`src/rtl/regfile_write_arbiter_pkg.sv`:
```
// Shared widths and bus-slicing helper for the register-file write arbiter.
// Pure declarations; no latency, no backpressure.
package regfile_pkg;
    localparam int REG_ADDR_W = 5;
    localparam int DATA_W     = 32;
    localparam int NUM_REGS   = 32;
    localparam int WCOUNT_W   = 16;

    // Low bit of requester i's field in a packed request bus of w-bit fields.
    function automatic int reg_slice(input int i, input int w);
        return i * w;
    endfunction
endpackage

```
`src/rtl/regfile_write_arbiter_if.sv`:
```
// Requester, register-file and read-path signals of the write arbiter.
// master: requesters plus parent register file; slave: the arbiter.
interface regfile_write_arbiter_if
    import regfile_pkg::*;
#(
    parameter int NUM_REQ = 2
);
    logic                           arb_en;
    logic [NUM_REQ-1:0]             req_valid;
    logic [NUM_REQ-1:0]             req_ready;
    logic [REG_ADDR_W*NUM_REQ-1:0]  req_sel;
    logic [DATA_W*NUM_REQ-1:0]      req_data;
    logic                           rf_w_en;
    logic [REG_ADDR_W-1:0]          rf_w_sel;
    logic [DATA_W-1:0]              rf_d;
    logic [1:0]                     grant_id;
    logic                           busy;
    logic [WCOUNT_W-1:0]            write_count;
    logic [REG_ADDR_W-1:0]          a_sel;
    logic [REG_ADDR_W-1:0]          b_sel;
    logic [DATA_W-1:0]              rf_a;
    logic [DATA_W-1:0]              rf_b;
    logic [DATA_W-1:0]              a_out;
    logic [DATA_W-1:0]              b_out;

    modport master (
        output arb_en, req_valid, req_sel, req_data, a_sel, b_sel, rf_a, rf_b,
        input  req_ready, rf_w_en, rf_w_sel, rf_d, grant_id, busy, write_count,
               a_out, b_out
    );

    modport slave (
        input  arb_en, req_valid, req_sel, req_data, a_sel, b_sel, rf_a, rf_b,
        output req_ready, rf_w_en, rf_w_sel, rf_d, grant_id, busy, write_count,
               a_out, b_out
    );
endinterface

```
`src/rtl/regfile_write_arbiter_rr_arbiter.sv`:
```
// Round-robin grant: search starts one past i_ptr, first requester wins.
// Purely combinational; at most one grant, none when i_en is low.
module rr_arbiter #(
    parameter int N = 2
) (
    input  logic [N-1:0] i_req,
    input  logic         i_en,
    input  logic [1:0]   i_ptr,
    output logic [N-1:0] o_gnt,
    output logic [1:0]   o_idx
);
    logic w_found;

    always_comb begin
        o_gnt   = '0;
        o_idx   = i_ptr;
        w_found = 1'b0;
        for (int k = 1; k <= N; k++) begin
            for (int i = 0; i < N; i++) begin
                if (i_en && !w_found && i_req[i] && (((int'(i_ptr) + k) % N) == i)) begin
                    o_gnt[i] = 1'b1;
                    o_idx    = 2'(i);
                    w_found  = 1'b1;
                end
            end
        end
    end
endmodule

```
`src/rtl/regfile_write_arbiter.sv`:
```
// Shares the register-file write port among NUM_REQ requesters, round-robin.
// Latency: handshake -> rf_w_en next edge; optional REGFILE_ARB_BYPASS_EN forwards rf_d to reads.
// Backpressure: req_ready is the grant; low under reset, arb_en=0 or lost arbitration.
module regfile_write_arbiter
    import regfile_pkg::*;
#(
    parameter int NUM_REQ    = 2,
    parameter int DISCARD_R0 = 1
) (
    input  logic                    clk,
    input  logic                    reset,
    regfile_write_arbiter_if.slave  bus
);
    logic [NUM_REQ-1:0]     w_gnt;
    logic [1:0]             w_idx;
    logic                   w_arb_en;
    logic                   w_hs;
    logic                   w_issue;
    logic [REG_ADDR_W-1:0]  w_sel;
    logic [DATA_W-1:0]      w_data;
    logic                   w_rf_w_en;

    logic                   r_w_en;
    logic [REG_ADDR_W-1:0]  r_w_sel;
    logic [DATA_W-1:0]      r_d;
    logic [1:0]             r_ptr;
    logic [WCOUNT_W-1:0]    r_cnt;

    assign w_arb_en = bus.arb_en && !reset;

    rr_arbiter #(.N(NUM_REQ)) u_rr_arbiter (
        .i_req (bus.req_valid),
        .i_en  (w_arb_en),
        .i_ptr (r_ptr),
        .o_gnt (w_gnt),
        .o_idx (w_idx)
    );

    always_comb begin
        w_sel  = '0;
        w_data = '0;
        for (int i = 0; i < NUM_REQ; i++) begin
            if (w_gnt[i]) begin
                w_sel  = bus.req_sel[reg_slice(i, REG_ADDR_W) +: REG_ADDR_W];
                w_data = bus.req_data[reg_slice(i, DATA_W) +: DATA_W];
            end
        end
    end

    assign w_hs    = |(w_gnt & bus.req_valid);
    // Writes to r0 complete the handshake but never reach the register file.
    assign w_issue = w_hs && !((DISCARD_R0 != 0) && (w_sel == '0));

    always_ff @(posedge clk) begin
        if (reset) begin
            r_w_en  <= 1'b0;
            r_w_sel <= '0;
            r_d     <= '0;
            r_ptr   <= 2'(NUM_REQ - 1);
            r_cnt   <= '0;
        end else begin
            r_w_en <= w_issue;
            if (w_issue) begin
                r_w_sel <= w_sel;
                r_d     <= w_data;
                r_cnt   <= r_cnt + 1'b1;
            end
            if (w_hs) begin
                r_ptr <= w_idx;
            end
        end
    end

    // Masking with reset stops a write registered last cycle from committing
    // at the same edge that clears it.
    assign w_rf_w_en       = r_w_en && !reset;
    assign bus.req_ready   = w_gnt;
    assign bus.rf_w_en     = w_rf_w_en;
    assign bus.rf_w_sel    = r_w_sel;
    assign bus.rf_d        = r_d;
    assign bus.grant_id    = r_ptr;
    assign bus.busy        = w_rf_w_en;
    assign bus.write_count = r_cnt;

`ifdef REGFILE_ARB_BYPASS_EN
    logic w_fwd_ok;
    assign w_fwd_ok  = w_rf_w_en && !((DISCARD_R0 != 0) && (r_w_sel == '0));
    assign bus.a_out = (w_fwd_ok && bus.a_sel == r_w_sel) ? r_d : bus.rf_a;
    assign bus.b_out = (w_fwd_ok && bus.b_sel == r_w_sel) ? r_d : bus.rf_b;
`else
    assign bus.a_out = bus.rf_a;
    assign bus.b_out = bus.rf_b;
`endif
endmodule
```
`src/flat_wrapper.sv`:
```
// flat-port wrapper written by rule: the top's interface ports become plain ports
module regfile_write_arbiter_flat import regfile_pkg::*;
#(
    parameter int NUM_REQ    = 2,
    parameter int DISCARD_R0 = 1
)
  (clk, reset, bus_arb_en, bus_req_valid, bus_req_sel, bus_req_data, bus_a_sel, bus_b_sel, bus_rf_a, bus_rf_b, bus_req_ready, bus_rf_w_en, bus_rf_w_sel, bus_rf_d, bus_grant_id, bus_busy, bus_write_count, bus_a_out, bus_b_out);
  regfile_write_arbiter_if #(.NUM_REQ(NUM_REQ)) bus_i ();
  input  logic clk;
  input  logic reset;
  input wire logic [$bits(bus_i.arb_en)-1:0] bus_arb_en;
  input wire logic [$bits(bus_i.req_valid)-1:0] bus_req_valid;
  input wire logic [$bits(bus_i.req_sel)-1:0] bus_req_sel;
  input wire logic [$bits(bus_i.req_data)-1:0] bus_req_data;
  input wire logic [$bits(bus_i.a_sel)-1:0] bus_a_sel;
  input wire logic [$bits(bus_i.b_sel)-1:0] bus_b_sel;
  input wire logic [$bits(bus_i.rf_a)-1:0] bus_rf_a;
  input wire logic [$bits(bus_i.rf_b)-1:0] bus_rf_b;
  output wire logic [$bits(bus_i.req_ready)-1:0] bus_req_ready;
  output wire logic [$bits(bus_i.rf_w_en)-1:0] bus_rf_w_en;
  output wire logic [$bits(bus_i.rf_w_sel)-1:0] bus_rf_w_sel;
  output wire logic [$bits(bus_i.rf_d)-1:0] bus_rf_d;
  output wire logic [$bits(bus_i.grant_id)-1:0] bus_grant_id;
  output wire logic [$bits(bus_i.busy)-1:0] bus_busy;
  output wire logic [$bits(bus_i.write_count)-1:0] bus_write_count;
  output wire logic [$bits(bus_i.a_out)-1:0] bus_a_out;
  output wire logic [$bits(bus_i.b_out)-1:0] bus_b_out;
  assign bus_i.arb_en = bus_arb_en;
  assign bus_i.req_valid = bus_req_valid;
  assign bus_i.req_sel = bus_req_sel;
  assign bus_i.req_data = bus_req_data;
  assign bus_i.a_sel = bus_a_sel;
  assign bus_i.b_sel = bus_b_sel;
  assign bus_i.rf_a = bus_rf_a;
  assign bus_i.rf_b = bus_rf_b;
  assign bus_req_ready = bus_i.req_ready;
  assign bus_rf_w_en = bus_i.rf_w_en;
  assign bus_rf_w_sel = bus_i.rf_w_sel;
  assign bus_rf_d = bus_i.rf_d;
  assign bus_grant_id = bus_i.grant_id;
  assign bus_busy = bus_i.busy;
  assign bus_write_count = bus_i.write_count;
  assign bus_a_out = bus_i.a_out;
  assign bus_b_out = bus_i.b_out;
  regfile_write_arbiter #(.NUM_REQ(NUM_REQ), .DISCARD_R0(DISCARD_R0)) u_core (.clk(clk), .reset(reset), .bus(bus_i));
endmodule
```
`config.mk`:
```
export PLATFORM = sky130hd
export DESIGN_NAME = regfile_write_arbiter_flat
export DESIGN_NICKNAME = d
export VERILOG_FILES = /design/src/rtl/regfile_write_arbiter_pkg.sv /design/src/rtl/regfile_write_arbiter_if.sv /design/src/rtl/regfile_write_arbiter_rr_arbiter.sv /design/src/rtl/regfile_write_arbiter.sv /design/src/flat_wrapper.sv
export SDC_FILE = /design/constraint.sdc
export NUM_CORES = 1
export LEC_CHECK = 0
export ABC_AREA = 1
export CAP_MARGIN = 25
export CORE_AREA = 2 2 107 109
export DETAILED_ROUTE_END_ITERATION = 8
export DIE_AREA = 0 0 109 111
export PLACE_DENSITY = 0.85
export SLEW_MARGIN = 25
export SYNTH_ARGS = -nofsm -noshare
export SYNTH_HDL_FRONTEND = slang
export SYNTH_SLANG_ARGS = --single-unit
```
`constraint.sdc`:
```
create_clock -name clk -period 2.65 [get_ports clk]
set_input_delay 0.53 -clock clk [delete_from_list [all_inputs] [get_ports clk]]
set_output_delay 0.53 -clock clk [all_outputs]
set_load 0.03 [all_outputs]
```
==> results.yml, run 1 <==
finish:
  layout.nets: 711
  antenna_cells: 0
  drive_above_1_share_pct: 6.09
  fin_util_pct: 41.3
  area_growth_pct: 33.7
synth:
  syn_area_um2: 3430
  synth_fp_nets: 653
  syn_inst: 499
  yosysWarnings: 0
  ys_seq_elements: 55
  syn_area_per_cell_um2: 6.87
  synth_cell_types: 26
  synth-seq-area-share_pct: 32.1
setup_path:
  startpoint: "bus_req_valid[0]"
  cp_cell_sequence: "clkdlybuf4s50_1, nand2_1, nand3_2, inv_2, buf_4"
  cp_num_cells: 5
  r2r-end: "u_core.bus.rf_d[21]"
  required_ns: 2.12
  r2r-start: "u_core.bus.grant_id[0]"
  ff2ff_path_depth: 9
  cp-start-kind: "input port"
  crit_family: "buffers and inverters"
  crit_fanout: 9
  cp_slowest_cell: "clkdlybuf4s50_1"
  cp.buffers_inverters: 3
  endpoint: "bus_req_ready[1]"
  max_stage_delay_ns: 0.50
  r2r_setup_slack_ns: 0.95
  cp-end-kind: "output port"
  critPathKind: "in2out"
  cp.arrival_ns: 1.85
sta:
  rsz0062_at_grt: "false"
  finalCritPeriodShare_pct: 89.8
  fin_skew_ns: 0.00705
  layout_setup_ws_ns: 0.270
  hold_violations: 0
  setup_violations: 0
  max_freq_mhz: 420
  period_needed_ns: 2.38
  slew_viol_final: 0
  finalSetupTns_ns: 0
floorplan:
  ios: 276
  initial_core_util_pct: 30.9
  fp.dieArea_um2: 12100
  die_w_um: 109
  die_h_um: 111
  core_area_um2: 11100
  rows: 39
min_path:
  hp-class: "reg2reg"
clock_network:
  root_buffer: "clkbuf_16"
  clkLatencyLatePin_ns: 0.29
  cts-resized-gates: 0
  clk_path_buf_depth: 2
  numClockSinks: 55
  cts_tree: "built"
  cts_setup_buffers: 0
  numCtsBuffers: 5
  hold_buffers: 0
  clk_pin_slew_ns: 0.06
  htree_levels: 2
pwr:
  powerDensity_nw_per_um2: 434
  ir_drop_mv: 0.268
  p_leak_uw: 0.00172
detailed_routing:
  drtIter0Drc: 200
  viasPerCell: 4.85
  drt_wl_total_um: 9350
  remaining_drc_errors: 0
  dr.pass1.iters: 4
  drtAntennaViolNets: 0
  wire_per_inst_um: 13.3
  num_vias: 3403
placed_design:
  pre_cts_ws_ns: 0.255
  gp_congestion: 0.867
  port_buffers: 136
  hpwl_um: 6990
job:
  cap_violations: 0
status:
  status: "finished, final reports clean"
global_route:
  antenna_found_initial: 0
  grt_max_degree: 53
  grt_use_total_pct: 15.8
  grt_pass1_wl_um: 15300
  gr-total-overflow: 0
  first_global_vias: 3282
[stage by stage]
stage	instances	instance area, um2	total power, uW	hold WS [ns]
after floorplan	499	3430	1280	0.618
after global placement	693	4420	1310	0.479
after detailed placement	693	4420	1320	0.486
after CTS	701	4580	2020	0.496
after global routing	701	4580	2080	0.514
final	701	4580	1990	0.493
[sequential cells by signal, summed over array words and instances, names as in the netlist]
signal / flops
u_core.bus.rf_d: 32
u_core.bus.write_count: 16
u_core.bus.grant_id: 1
u_core.r_w_en: 1
u_core.bus.rf_w_sel: 5
[synthesized netlist by cell type]
cell / n / area share, %
inv_2: 3 / 0.33
nand3_1: 6 / 0.88
nand4_1: 59 / 11
nor2_4: 2 / 0.66
nor2_1: 15 / 1.6
dfxtp_1: 55 / 32
nor3b_1: 1 / 0.22
buf_2: 17 / 2.5
nand3_2: 2 / 0.58
nand3b_1: 1 / 0.22
a31oi_1: 1 / 0.18
conb_1: 1 / 0.11
or2_1: 1 / 0.18
clkinv_1: 1 / 0.11
o21ai_2: 3 / 0.77
ha_1: 1 / 0.37
inv_1: 16 / 1.8
nor3_1: 2 / 0.29
a21oi_1: 51 / 7.5
buf_4: 71 / 16
xor2_1: 9 / 2.3
nor2_8: 1 / 0.58
nand2_1: 165 / 18
o211ai_1: 1 / 0.22
clkbuf_1: 10 / 1.1
xnor2_1: 4 / 1.0
[layout make-up]
class	instances	area [um2]
timing repair buffer	149	1470
sequential	55	1100
multi-input combinational	326	1590
inverter	20	75.1
tap	143	179
clock buffer	8	156
fill	1129	6500
[cell usage in the layout, fill, tap and decap left out, types with 2 or more instances in the layout]
cell | Yosys | layout
xnor2_1 | 4 | 4
nor3_1 | 2 | 2
dfxtp_1 | 55 | 55
buf_12 | 0 | 2
xor2_1 | 9 | 9
clkbuf_8 | 0 | 2
nand2_1 | 165 | 165
nand3_2 | 2 | 2
clkdlybuf4s50_1 | 0 | 133
o21ai_2 | 3 | 3
inv_2 | 3 | 3
nor2_1 | 15 | 15
clkbuf_16 | 0 | 5
inv_1 | 16 | 16
buf_4 | 71 | 13
a21oi_1 | 51 | 51
nand3_1 | 6 | 6
nand4_1 | 59 | 59
nor2_4 | 2 | 2
[worst register-to-register path: cells and delay by family (launching register included)]
kind,cells,cell delay (ns)
AND/OR/NAND/NOR,5,0.56
flip-flops,1,0.37
buffers and inverters,2,0.37
AO/OA/AOI/OAI,2,0.35
[logic make-up after synthesis]
logic type	count (synthesis)	share of synthesized area, %
AOI/OAI and AO/OA	56	8.62
xor gates and xnor gates	13	3.32
adders and majority gates	1	0.365
buffers and inverters	118	21.3
DFF	55	32.1
other	1	0.109
and+or+nand+nor	255	34.1
[worst min-delay path by stage]
stage	from	end	slack [ns]	cells after the start
after CTS	u_core.bus.rf_d[24]	u_core.bus.rf_d[24]	0.50	2
after floorplan	u_core.bus.rf_w_sel[2]	u_core.bus.rf_w_sel[2]	0.62	2
final	u_core.bus.rf_d[15]	u_core.bus.rf_d[15]	0.49	2
after global placement	u_core.bus.rf_w_sel[2]	u_core.bus.rf_w_sel[2]	0.48	2
after global routing	u_core.bus.rf_d[10]	u_core.bus.rf_d[10]	0.51	2
after detailed placement	u_core.bus.rf_d[24]	u_core.bus.rf_d[24]	0.49	2
[per-layer routing]
layer  vias to the layer above  global-route usage, %  share of wire (%)
li1                       1691                      -                  -
met1                      1503                   17.2                 38
met2                       166                   26.8                 49
met3                        43                   5.35                9.0
met4                         0                   8.29                4.6
met5                         -                      0                  0
[where the power goes]
part / leakage [uW] / switching (uW) / internal, uW
registers: 0.000445 / 15.6 / 850
clock network: 0.0000772 / 289 / 403
logic: 0.00119 / 231 / 197
total: 0.00172 / 536 / 1450
Note: power is estimated with default switching activity, not from simulation.
==> inputs of run 2 (changes only) <==
ABC_AREA = unset   (was 1)
CORE_AREA = 2 2 108 110   (was 2 2 107 109)
DIE_AREA = 0 0 110 112   (was 0 0 109 111)
GPL_TIMING_DRIVEN = 0   (was unset)
PLACE_DENSITY = 0.71   (was 0.85)
==> results.yml, run 2 <==
clock_network:
  cts_setup_buffers: 0
  numCtsBuffers: 5
  clkLatencyLatePin_ns: 0.28
  cts-resized-gates: 9
  hold_buffers: 0
  cts_tree: "built"
  clk_pin_slew_ns: 0.07
  clk_path_buf_depth: 2
  htree_levels: 2
  numClockSinks: 55
  root_buffer: "clkbuf_16"
synth:
  async_flop_share_pct: 0
  ys_top_cells_by_count: "66 x buf_4, 55 x dfxtp_1, 42 x nor2_1, 33 x nor3_1, 32 x a221oi_1"
  yosys_most_used_dff: "dfxtp_1"
  synth_fp_nets: 491
  synth_area_leaders: "dfxtp_1 39%, buf_4 17%, a221oi_1 9.9%, nor3_1 5.8%, nor2_1 5.5%"
  yosys.area.top_type: "dfxtp_1"
  synth_cell_types: 33
  synth-edff-count: 0
  synth-seq-area-share_pct: 38.7
  syn_area_per_cell_um2: 8.43
  syn_area_um2: 2840
  yosysMostFrequentCell: "buf_4"
  yosysTopAreaCellShare_pct: 38.7
  syn_inst: 337
  yosysWarnings: 0
  ys_seq_elements: 55
setup_path:
  cp.buffers_inverters: 4
  cp.arrival_ns: 2.05
  required_ns: 2.12
  crit_family: "buffers and inverters"
  cp-start-kind: "input port"
  cp_slowest_cell: "clkdlybuf4s50_1"
  cp-end-kind: "output port"
  cp_cell_sequence: "clkdlybuf4s50_1, nor2b_1, or3_1, inv_1, clkbuf_2, buf_2"
  max_stage_delay_ns: 0.44
  crit_fanout: 10
  critPathKind: "in2out"
finish:
  layout.nets: 697
  area_growth_pct: 82.1
  antenna_cells: 0
  fin_util_pct: 46.3
  layout_common_cells: "197 x clkdlybuf4s50_1, 66 x buf_4, 55 x dfxtp_1"
  drive_above_1_share_pct: 16.5
  largest_register_ffs: 32
  final_common_cell: "clkdlybuf4s50_1"
global_route:
  first_global_vias: 3066
  antenna_found_initial: 0
  grt_pass1_wl_um: 14900
  grt_max_degree: 18
  grt_use_total_pct: 15.3
  gr-total-overflow: 0
detailed_routing:
  remaining_drc_errors: 0
  drtAntennaViolNets: 0
  dr.pass1.iters: 4
  num_vias: 3266
  viasPerCell: 4.75
  wire_per_inst_um: 14.6
  drtIter0Drc: 164
  drt_wl_total_um: 10000
sta:
  max_slew_margin_pct: 65.0
  finalCritPeriodShare_pct: 97.5
  holdWs_ns: 0.494
  slew_viol_final: 0
  rsz0062_at_grt: "false"
  fin_skew_ns: 0.00569
  hold_violations: 0
  max_freq_mhz: 387
  worst_pin_slew_ns: 0.524
  finalSetupTns_ns: 0
  period_needed_ns: 2.58
  setup_violations: 0
floorplan:
  die_w_um: 110
  core_area_um2: 11200
  ios: 276
  die_h_um: 112
  rows: 39
  fp.dieArea_um2: 12300
  initial_core_util_pct: 25.4
min_path:
  hp-class: "reg2reg"
pwr:
  ir_drop_mv: 0.254
  powerDensity_nw_per_um2: 459
  p_leak_uw: 0.00199
  power_uw: 2370
job:
  cap_violations: 0
placed_design:
  gp_congestion: 0.801
  hpwl_um: 8110
  port_buffers: 199
status:
  status: "finished, final reports clean"
[run 2: changes by cell type in the layout (fill, tap and decap cells not counted), sizes merged, moves of 12 or more]
cell,before,now
clkbuf,8,20
nand2,165,16
clkdlybuf4s50,133,197
buf,16,78
nor3,2,33
inv,19,4
a221oi,0,32
nand4,59,5
a21oi,51,10
nor2,18,42
[run 2: per-layer routing]
layer | wire, um | vias to the layer above | share of wire [%] | global-route usage [%]
met4 | 55 | 0 | 0.55 | 3.04
met3 | 839 | 2 | 8.4 | 2.75
met1 | 3750 | 1521 | 37 | 17.6
met2 | 5400 | 174 | 54 | 28.9
li1 | - | 1569 | - | -
met5 | 0 | - | 0 | 0
[run 2: power by group]
| part | total (uW) | switching [uW] | internal (uW) |
|---|---|---|---|
| registers | 894 | 24.4 | 870 |
| logic | 743 | 370 | 374 |
| clock network | 736 | 290 | 446 |
| total | 2370 | 684 | 1690 |
[run 2: layout make-up]
| type | count | area (um2) |
|---|---|---|
| Buffer | 91 | 618 |
| Clock buffer | 5 | 125 |
| Clock inverter | 3 | 43.8 |
| Fill cell | 1067 | 6000 |
| Inverter | 4 | 15.0 |
| Multi-Input combinational cell | 187 | 1110 |
| Sequential cell | 55 | 1100 |
| Tap cell | 143 | 179 |
| Timing Repair Buffer | 199 | 1980 |
[run 2: through the flow]
| stage | setup WS (ns) | cells | instance area [um2] |
|---|---|---|---|
| after floorplan | 0.526 | 337 | 2840 |
| after global placement | -0.550 | 679 | 5010 |
| after detailed placement | -0.571 | 679 | 5010 |
| after CTS | 0.0144 | 687 | 5180 |
| after global routing | 0.00769 | 687 | 5170 |
| final | 0.0668 | 687 | 5170 |
[run 2: worst paths after layout]
check                                       startpoint  slack (ns)  cells past startpoint                   to
worst max-delay path                  bus_req_valid[1]        0.07                      6     bus_req_ready[0]
worst min-delay path                u_core.bus.rf_d[2]        0.49                      2   u_core.bus.rf_d[2]
worst max register to register  u_core.bus.grant_id[0]        0.51                      8  u_core.bus.rf_d[13]
worst min register to register      u_core.bus.rf_d[2]        0.49                      2   u_core.bus.rf_d[2]
[run 2: logic make-up (layout without fill, tap and decap cells)]
group	Yosys count	after routing	synth area share (%)
DFF	55	55	38.7
other	1	1	0.132
muxes	3	3	1.10
adders and majority gates	1	1	0.440
and+or+nand+nor	118	118	19.8
buffers and inverters	95	302	22.1
AOI/OAI and AO/OA	63	63	17.3
xor gates and xnor gates	1	1	0.308
[run 2: tightest hold or removal path: stages (launching register included)]
cell and delay [ns]:
dfxtp_1 0.31, nor2_1 0.09, nor3_1 0.05
